### config.mk
export PLATFORM = sky130hd
export DESIGN_NAME = id_ex_stage
export DESIGN_NICKNAME = d
export VERILOG_FILES = /design/src/rtl/pipeline_pkg.sv /design/src/rtl/hazard_detect.sv /design/src/rtl/id_ex_stage.sv
export SDC_FILE = /design/constraint.sdc
export NUM_CORES = 1
export LEC_CHECK = 0
export CORE_AREA = 2 2 230 232
export DETAILED_ROUTE_END_ITERATION = 8
export DIE_AREA = 0 0 232 234
export PLACE_DENSITY_LB_ADDON = 0.05
export SYNTH_ARGS = -nofsm -noshare
export SYNTH_HDL_FRONTEND = slang
export SYNTH_SLANG_ARGS = --single-unit
### constraint.sdc
create_clock -name clock -period 2.2 [get_ports clock]
set_clock_uncertainty 0.15 [all_clocks]
set_input_delay 0.33 -clock clock [delete_from_list [all_inputs] [get_ports clock]]
set_output_delay 0.33 -clock clock [all_outputs]
set_load 0.02 [all_outputs]
### src/rtl/pipeline_pkg.sv
// Shared pipeline constants: control-bundle bit positions and special register indices.
// Latency: n/a (package only).
// Backpressure: n/a (package only).
package pipeline_pkg;

  localparam int CTRL_W = 13;

  // Bit positions inside the decoded control bundle
  // {CB_instr, ALUSrc, MemtoReg, Branch, MemRead, MemWrite, RegWrite,
  //  Uncondbranch, Branchlink, Branchreg, not_zero, ALUOp[1:0]}
  localparam int CTRL_CB_INSTR     = 12;
  localparam int CTRL_ALUSRC       = 11;
  localparam int CTRL_MEMTOREG     = 10;
  localparam int CTRL_BRANCH       = 9;
  localparam int CTRL_MEMREAD      = 8;
  localparam int CTRL_MEMWRITE     = 7;
  localparam int CTRL_REGWRITE     = 6;
  localparam int CTRL_UNCONDBRANCH = 5;
  localparam int CTRL_BRANCHLINK   = 4;
  localparam int CTRL_BRANCHREG    = 3;
  localparam int CTRL_NOT_ZERO     = 2;
  localparam int CTRL_ALUOP_LSB    = 0;

  // XZR: reads as zero, writes are discarded, so it never creates a dependency
  localparam logic [4:0] XZR = 5'd31;

endpackage

### src/rtl/hazard_detect.sv
// Load-use hazard detector: load in EX whose destination is read by the instruction in ID.
// Latency: purely combinational.
// Backpressure: none; the result feeds the stall/bubble logic of id_ex_stage.
module hazard_detect
  import pipeline_pkg::*;
#(
  parameter int REG_W = 5
) (
  input  logic             ex_valid,
  input  logic             ex_memread,
  input  logic [REG_W-1:0] ex_rd,
  input  logic             id_valid,
  input  logic [REG_W-1:0] id_rn,
  input  logic [REG_W-1:0] id_rm,
  output logic             lu
);

  // Source 2 is always compared, even for immediate forms (conservative on purpose)
  always_comb begin
    lu = ex_valid & ex_memread & id_valid & (ex_rd != REG_W'(XZR)) &
         ((ex_rd == id_rn) | (ex_rd == id_rm));
  end

endmodule

### src/rtl/id_ex_stage.sv
// ID/EX pipeline register with load-use bubble insertion and branch flush (optional stall counter: ID_EX_STALL_CNT_EN).
// Latency: one cycle from id_* to ex_*; pc_write/ifid_write/bubble are combinational.
// Backpressure: hold freezes the stage; a load-use hazard drops pc_write/ifid_write for exactly one cycle.
module id_ex_stage
  import pipeline_pkg::*;
#(
  parameter int DATA_W = 64,
  parameter int REG_W  = 5
) (
  input  logic              clock,
  input  logic              reset_n,
`ifdef ID_EX_STALL_CNT_EN
  output logic [31:0]       stall_cnt,
`endif
  input  logic [CTRL_W-1:0] id_ctrl,
  input  logic              id_valid,
  input  logic [DATA_W-1:0] id_pc,
  input  logic [DATA_W-1:0] id_rd1,
  input  logic [DATA_W-1:0] id_rd2,
  input  logic [DATA_W-1:0] id_imm,
  input  logic [10:0]       id_opcode,
  input  logic [REG_W-1:0]  id_rn,
  input  logic [REG_W-1:0]  id_rm,
  input  logic [REG_W-1:0]  id_rd,
  input  logic              flush,
  input  logic              hold,
  output logic [CTRL_W-1:0] ex_ctrl,
  output logic              ex_valid,
  output logic [DATA_W-1:0] ex_pc,
  output logic [DATA_W-1:0] ex_rd1,
  output logic [DATA_W-1:0] ex_rd2,
  output logic [DATA_W-1:0] ex_imm,
  output logic [10:0]       ex_opcode,
  output logic [REG_W-1:0]  ex_rn,
  output logic [REG_W-1:0]  ex_rm,
  output logic [REG_W-1:0]  ex_rd,
  output logic              pc_write,
  output logic              ifid_write,
  output logic              bubble
);

  logic lu;

  hazard_detect #(.REG_W(REG_W)) u_hazard_detect (
    .ex_valid   (ex_valid),
    .ex_memread (ex_ctrl[CTRL_MEMREAD]),
    .ex_rd      (ex_rd),
    .id_valid   (id_valid),
    .id_rn      (id_rn),
    .id_rm      (id_rm),
    .lu         (lu)
  );

  // Flush overrides a load-use stall (upstream flush already squashes IF/ID); hold overrides both
  always_comb begin
    pc_write   = ~(lu & ~flush) & ~hold;
    ifid_write = pc_write;
    bubble     = lu & ~flush & ~hold;
  end

  // Pipeline registers: flush > hold > load-use bubble > normal load; data rides along whenever not held
  always_ff @(posedge clock or negedge reset_n) begin
    if (!reset_n) begin
      ex_valid  <= 1'b0;
      ex_ctrl   <= '0;
      ex_pc     <= '0;
      ex_rd1    <= '0;
      ex_rd2    <= '0;
      ex_imm    <= '0;
      ex_opcode <= '0;
      ex_rn     <= '0;
      ex_rm     <= '0;
      ex_rd     <= '0;
    end else if (flush || !hold) begin
      ex_pc     <= id_pc;
      ex_rd1    <= id_rd1;
      ex_rd2    <= id_rd2;
      ex_imm    <= id_imm;
      ex_opcode <= id_opcode;
      ex_rn     <= id_rn;
      ex_rm     <= id_rm;
      ex_rd     <= id_rd;
      if (flush || lu) begin
        ex_valid <= 1'b0;
        ex_ctrl  <= '0;
      end else begin
        ex_valid <= id_valid;
        ex_ctrl  <= id_valid ? id_ctrl : '0;
      end
    end
  end

`ifdef ID_EX_STALL_CNT_EN
  // Saturating count of inserted load-use bubbles
  always_ff @(posedge clock or negedge reset_n) begin
    if (!reset_n) begin
      stall_cnt <= '0;
    end else if (bubble && (stall_cnt != 32'hFFFF_FFFF)) begin
      stall_cnt <= stall_cnt + 32'd1;
    end
  end
`endif

endmodule

==> metrics.md, run 1 <==
| Metric | Value |
|---|---|
| First-pass GRT wire length | `70600 um` |
| Clk buf depth | `3` |
| CP peak stage delay | `0.47 ns` |
| Achievable Freq | `409 MHz` |
| Fin area | `20000 um^2` |
| Max cap viols | `0` |
| Non-filler cells, final | `2618` |
| WS Path Type | `reg -> out` |
| Clock tree sinks | `296` |
| Failing checks | `setup timing` |
| Die Ht | `234 um` |
| Cell Rows | `84` |
| Drt drc | `0` |
| Actual slew at the worst max-slew pin | `0.518 ns` |
| Outcome | `finished, violations left` |
| CP delay by family, top | `compound AO/OA/AOI/OAI gates` |
| Die W | `232 um` |
| Slowest library cell on the worst path | `dfrtp_2` |
| Critical path depth | `6` |
| Final WS setup | `-0.246 ns` |
| CP most frequent cell | `buf_4` |
| Root buffer cell | `clkbuf_16` |
| Tcrit/Tclk final | `1.11` |
| Synth Register Bits | `296` |
| Clk_lat worst skew | `0.55 ns` |
| Clock Pin Slew Worst Setup and Hold Paths | `0.06 ns` |
| Hold crit path type | `in -> async` |
| CTS tree | `yes` |
| Slew HR | `0.655` |
| Worst-path fanout max | `4` |
| Synth top area cells | `dfrtp_1 (65%), nand2_1 (28%), buf_2 (2.1%), a32o_1 (1.2%), and2b_1 (0.53%)` |
| Fin util | `0.385` |
| Via count | `10538` |
| Worst Path Arrival | `1.97 ns` |
| Slew Viols, Final | `0` |
| DRT iter0 DRCs | `415` |
| Area of the multi-input gates | `3650 um^2` |
| # setup viols final | `3` |
| Share of the synthesized area in the top cell type | `0.653` |
| Crit path launch type | `flop` |
| Gpl congestion | `0.806` |
| Layout fillers | `5383` |
| GR Overflow Total | `0` |
| Layout cells sized above 1 | `0.0744` |
| Power Dens Cells | `781 nW/um^2` |
| Post-Syn Area | `11300 um^2` |
| Largest area contributor in the netlist | `dfrtp_1` |
| RSZ-0062 raised after global routing | `yes` |
| Initial antenna violation count | `16` |
| Mean number of vias per cell | `4.03` |
| Placed Area | `18600 um^2` |
| Initial Util | `0.218` |
| Syn_area_per_cell | `9.00 um^2` |
| DP Cell Count | `2539` |
| Die area | `54300 um^2` |
| Layout area overhead | `76.4%` |
| Core footprint | `52000 um^2` |
| Gr usage total | `0.175` |
| Initial DRT Pass Iterations | `5` |
| Minimum clock period | `2.45 ns` |
| CP Buf/Inv Count | `3` |
| Number of nets in the layout | `2195` |
| CP Capture Type | `primary output` |
| Synth warnings | `0` |
| Port buffer count | `598` |
| Largest net degree at the start of global routing | `86` |
| Pleak | `9.58 nW` |
| Reg2reg path depth | `6` |
| Post-synthesis sequential area ratio | `0.653` |
| Post-Synthesis Cells | `1261` |
| IR drop worst, VDD | `0.000420 V` |
| Post-synthesis cell type count | `23` |
| Hpwl dp | `36900 um` |
| Ports | `599` |
| Syn_nets | `1561` |
| WL/cell | `18.6 um` |
| Vias in the first global route | `10686` |
| Routed Antenna Nets | `0` |
| # H-tree levels | `2` |
| Cts bufs inserted | `39` |
| Reg area | `7410 um^2` |
| Final WL | `48700 um` |
| Final Hold Violating Endpoints | `0` |
| Crit path cell chain | `buf_4 -> buf_4 -> a31oi_1 -> o21ai_2 -> o21a_1 -> buf_2` |
| Setup WS pre-CTS | `-0.546 ns` |
| Worst Path Required | `1.72 ns` |
| Setup TNS | `-0.725 ns` |
## report_power, final
| part | leakage [nW] | switching [mW] | total [mW] | internal, mW |
|---|---|---|---|---|
| Clock | 0.637 | 2.48 | 6.35 | 3.87 |
| Sequential | 3.56 | 0.249 | 6.14 | 5.89 |
| Combinational | 5.38 | 1.57 | 3.13 | 1.57 |
| Total | 9.58 | 4.30 | 15.6 | 11.3 |
## path summary, 6_finish.rpt
path	from	end	slack, ns
min	reset_n	ex_rd1[39]$_DFFE_PN0P_	0.08
max in group asynchronous	reset_n	ex_imm[41]$_DFFE_PN0P_	1.03
min in group clock	id_rd[0]	ex_rd[0]$_DFFE_PN0P_	0.16
max reg2reg	ex_rd[4]$_DFFE_PN0P_	ex_valid$_DFFE_PN0P_	0.40
max	ex_rd[4]$_DFFE_PN0P_	pc_write	-0.25
min reg2reg	ex_opcode[2]$_DFFE_PN0P_	ex_opcode[2]$_DFFE_PN0P_	0.31
## metrics by stage
step,power [mW],hold slack (ns)
after floorplan,7.35,-0.116
after global placement,9.40,0.0483
after detailed placement,9.41,0.0463
after CTS,15.9,0.0512
after global routing,16.4,0.0837
final,15.6,0.0839
## logic make-up (layout without fill, tap and decap cells)
family / after synthesis / after routing / synth area share
DFF: 296 / 296 / 0.653
AOI/OAI and AO/OA: 17 / 17 / 0.0143
and+or+nand+nor: 869 / 869 / 0.294
other: 0 / 8 / 0
buffers and inverters: 69 / 730 / 0.0309
xor gates and xnor gates: 10 / 10 / 0.00772
## worst reg2reg max path, delay by kind of cell (launching register included)
| family | cells | cell delay [ns] |
|---|---|---|
| flops | 1 | 0.47 |
| compound gates | 3 | 0.57 |
| buf+inv | 3 | 0.50 |
## synthesized netlist by cell type
master,instances
o21a_1,1
o21ai_2,1
buf_6,2
nand3_1,3
clkbuf_1,13
a31oi_1,1
buf_4,2
buf_1,2
xor2_1,4
a32o_1,14
buf_2,48
nand2_1,846
nand2b_1,1
nor2_4,1
dfrtp_1,296
xnor2_1,6
nor2b_1,6
nor3_2,2
inv_1,1
and3_1,1
nor3_1,1
and2b_1,8
dlymetal6s2s_1,1
## registers in the layout (all words and copies together) (netlist names)
| name | count |
|---|---|
| ex_rd1 | 64 |
| ex_valid | 1 |
| ex_ctrl | 13 |
| ex_imm | 64 |
| ex_rd2 | 64 |
| ex_pc | 64 |
| ex_rd | 5 |
| ex_opcode | 11 |
| ex_rn | 5 |
| ex_rm | 5 |
## metal layers
layer  GRT usage  vias up  routed length [um]
met3      0.0793       84                5220
met1       0.198     4953               18700
met2       0.289      370               23200
li1            -     5117                   -
met4      0.0667       14                1450
met5           0        -                  98
## cell usage in the layout, fill, tap and decap left out, types with 5 or more instances in the layout
| cell type | instances |
|---|---|
| nand2_1 | 846 |
| clkdlybuf4s50_1 | 590 |
| dfrtp_1 | 293 |
| clkbuf_16 | 41 |
| buf_4 | 35 |
| buf_12 | 27 |
| a32o_1 | 14 |
| clkbuf_8 | 11 |
| diode_2 | 8 |
| and2b_1 | 8 |
| clkinv_2 | 8 |
| nor2b_1 | 6 |
| clkbuf_1 | 6 |
| xnor2_2 | 5 |
## what timing repair did
| item | in CTS | in global routing |
|---|---|---|
| endpoints found under the hold margin | 215 | 0 |
| hold buffers | 1 | 0 |
| gates resized for setup | 17 | 11 |
| endpoints found under the setup margin | 6 | 5 |
| pin swaps | 10 | 3 |
| buffers inserted | 1 | 1 |
## cell type report
| cell class | instances | share of cell area |
|---|---|---|
| clock buffer | 58 | 0.0599 |
| tap | 688 | 0.0430 |
| inverter | 1 | 0.000188 |
| sequential | 296 | 0.370 |
| timing repair buffer | 661 | 0.339 |
| clock inverter | 10 | 0.00388 |
| antenna | 8 | 0.00100 |
| multi-input combinational | 896 | 0.182 |
Power figures use the tool's default switching activity.
==> run 2, diff against run 1 <==
==> constraint.sdc (replaced) <==
create_clock -name clock -period 2.71 [get_ports clock]
set_clock_uncertainty 0.15 [all_clocks]
set_input_delay 0.4065 -clock clock [delete_from_list [all_inputs] [get_ports clock]]
set_output_delay 0.4065 -clock clock [all_outputs]
set_load 0.02 [all_outputs]
==> run 2 against run 1 <==
The flow now finishes without violations. Sequential share of layout area is 0.59 points higher. Non-clock buffer count down 16. Hold slack improved by 0.16 ns. Sequential power shrank 19%. First-iteration DRC count fell by 24%. Clock power shrank 22%. Worst setup slack improved by 0.46 ns. Global-route usage decreased by 0.31 points. Final cell count fell by 0.65%. Wire length shrank 1.7%. Via count down 2.2%. Critical endpoint is now ifid_write. Highest routed layer unchanged.
==> metrics.md, run 2 (synthesized netlist as in run 1, its figures left out) <==
| Metric | Value |
|---|---|
| Outcome | `completed` |
| WL/cell | `18.4 um (-1.1%)` |
| Clock Pin Slew Worst Setup and Hold Paths | `0.06 ns (about the same)` |
| Final Hold Violating Endpoints | `0 (unchanged)` |
| CP peak stage delay | `0.46 ns (about the same)` |
| Drt drc | `0 (unchanged)` |
| IR drop worst, VDD | `0.000369 V (-12%)` |
| Core footprint | `52000 um^2 (unchanged)` |
| Fin area | `19700 um^2 (-1.6%)` |
| Largest net degree at the start of global routing | `74 (-14%)` |
| First-pass GRT wire length | `69400 um (-1.6%)` |
| Mean number of vias per cell | `3.96 (-1.5%)` |
| Die area | `54300 um^2 (unchanged)` |
| Postcts setup bufs | `0 (-1)` |
| CP Buf/Inv Count | `1 (-2)` |
| Hpwl dp | `36200 um (-1.7%)` |
| Via count | `10311 (-2.2%)` |
| Initial antenna violation count | `13 (-3)` |
| DRT iter0 DRCs | `317 (-24%)` |
| Crit path launch type | `flop` |
| Max cap viols | `0 (unchanged)` |
| Min Hold Slack | `0.243 ns (+0.159 ns)` |
| CP delay by family, top | `compound AO/OA/AOI/OAI gates` |
| CP Launch Point | `ex_rd[0]$_DFFE_PN0P_` |
| Hold Crit Start | `id_rd2[28]` |
| WS Path Type | `reg -> out` |
| Minimum clock period | `2.50 ns` |
| CTS tree | `yes` |
| CP Capture Type | `primary output` |
| Die Ht | `234 um (unchanged)` |
| Power Dens Cells | `632 nW/um^2 (-19%)` |
| Initial DRT Pass Iterations | `4 (-1)` |
| Reg area | `7410 um^2 (unchanged)` |
| Pleak | `9.38 nW (-2.1%)` |
| RSZ-0062 raised after global routing | `no` |
| Slew HR | `0.258 (-0.397)` |
| FF-to-FF Start | `ex_rd[4]$_DFFE_PN0P_` |
| Initial Util | `0.218 (unchanged)` |
| Combinational power share | `0.200 (about the same)` |
| Ports | `599 (unchanged)` |
| Actual slew at the worst max-slew pin | `1.11 ns (+0.593 ns)` |
| Pint | `9.04 mW (-20%)` |
| Clock tree sinks | `296 (unchanged)` |
| Cell Rows | `84 (unchanged)` |
| Setup WS pre-CTS | `-0.161 ns (+0.385 ns)` |
| Reg power frac | `0.400 (+0.007)` |
| Worst Path Arrival | `1.94 ns (-0.03 ns)` |
| # H-tree levels | `2 (unchanged)` |
| Port buffer count | `598 (unchanged)` |
| Worst-path fanout max | `5 (+1)` |
| Gr usage total | `0.172 (-0.00313)` |
| Commonest non-fill, non-tap cell in the layout | `nand2_1` |
| Final WS setup | `0.213 ns (+0.460 ns)` |
| Clk buf depth | `3 (unchanged)` |
| Slew Viols, Final | `0 (unchanged)` |
| Clock power frac | `0.400 (-0.007)` |
| Hold crit path type | `in -> reg` |
| Final Power | `12.4 mW (-20%)` |
| Final WL | `47900 um (-1.7%)` |
| Layout cells sized above 1 | `0.0589 (-0.0155)` |
| Gpl congestion | `0.807 (+0.15%)` |
| Achievable Freq | `401 MHz` |
| Die W | `232 um (unchanged)` |
| Cts bufs inserted | `38 (-2.6%)` |
| Area of the multi-input gates | `3600 um^2 (-1.3%)` |
| P_sw | `3.40 mW (-21%)` |
| Crit path cell chain | `xnor2_1 -> nand3_1 -> nor3_2 -> o21ai_2 -> o21a_1 -> clkbuf_2` |
| Layout area overhead | `73.7%` |
| Worst Path Required | `2.15 ns (+0.43 ns)` |
| # setup viols final | `0 (-3)` |
| Vias in the first global route | `10573 (-1.1%)` |
| Fraction of power spent switching nets | `0.273 (-0.00173)` |
| Clk_lat worst skew | `0.54 ns (about the same)` |
| GR Overflow Total | `0 (unchanged)` |
| Number of nets in the layout | `2178 (-0.77%)` |
| Layout fillers | `5349 (-0.63%)` |
| Root buffer cell | `clkbuf_16` |
| Placed Area | `18500 um^2 (-1.0%)` |
| Routed Antenna Nets | `0 (unchanged)` |
| Tcrit/Tclk final | `0.921` |
| Most frequent cells in the layout | `nand2_1 (846), clkdlybuf4s50_1 (594), dfrtp_1 (293)` |
| Slowest library cell on the worst path | `dfrtp_2` |
| Setup TNS | `0 ns (+0.725 ns)` |
-- run 2: power by group through the flow --
stage | Combinational (mW) | Clock (mW) | Sequential [mW]
floorplan | 0.473 | 0 | 5.50
global placement | 2.54 | 0 | 5.05
detailed placement | 2.54 | 0 | 5.06
CTS | 2.55 | 5.16 | 4.99
global route | 2.68 | 5.33 | 5.03
finish | 2.49 | 4.98 | 4.98
-- run 2: cell type report --
class,instances,area share
clock buffer,59,0.0591
antenna,11,0.00140
tap,688,0.0437
inverter,1,0.000191
timing repair buffer,645,0.334
clock inverter,5,0.00254
multi-input combinational,896,0.183
sequential,296,0.376
-- run 2: path summary, 6_finish.rpt --
check	endpoint	slack, ns	depth (start not counted)
max	ifid_write	0.21	6
min	ex_rd2[28]$_DFFE_PN0P_	0.24	3
max reg2reg	ex_valid$_DFFE_PN0P_	0.92	6
min reg2reg	ex_rd2[27]$_DFFE_PN0P_	0.31	2
max in group asynchronous	ex_rd2[50]$_DFFE_PN0P_	1.34	3
min in group asynchronous	ex_pc[51]$_DFFE_PN0P_	0.30	2
-- run 2: what timing repair did --
action / in CTS / in global routing
cloned: 0 / 0
endpoints found under the hold margin: 61 / 0
hold buffers: 1 / 0
pin swaps: 2 / 2
endpoints found under the setup margin: 3 / 3
gates resized for setup: 7 / 7
-- run 2: per-layer routing --
| layer | vias up | part of all wire | global-route usage |
|---|---|---|---|
| met4 | 6 | 0.024 | 0.0583 |
| met3 | 72 | 0.099 | 0.0725 |
| li1 | 5073 | - | - |
| met5 | - | 0.0010 | 0 |
| met2 | 359 | 0.48 | 0.284 |
| met1 | 4801 | 0.40 | 0.200 |
-- run 2: worst min-delay path, stage by stage --
cell,delay (ns)
clkdlybuf4s50_1,0.39
nand2_1,0.05
nand2_1,0.04
-- run 2: through the flow --
step,cells,utilization
after floorplan,1261,-
after global routing,2595,0.378
final,2601,0.379
after CTS,2590,0.378
after global placement,2525,0.355
after detailed placement,2525,0.355
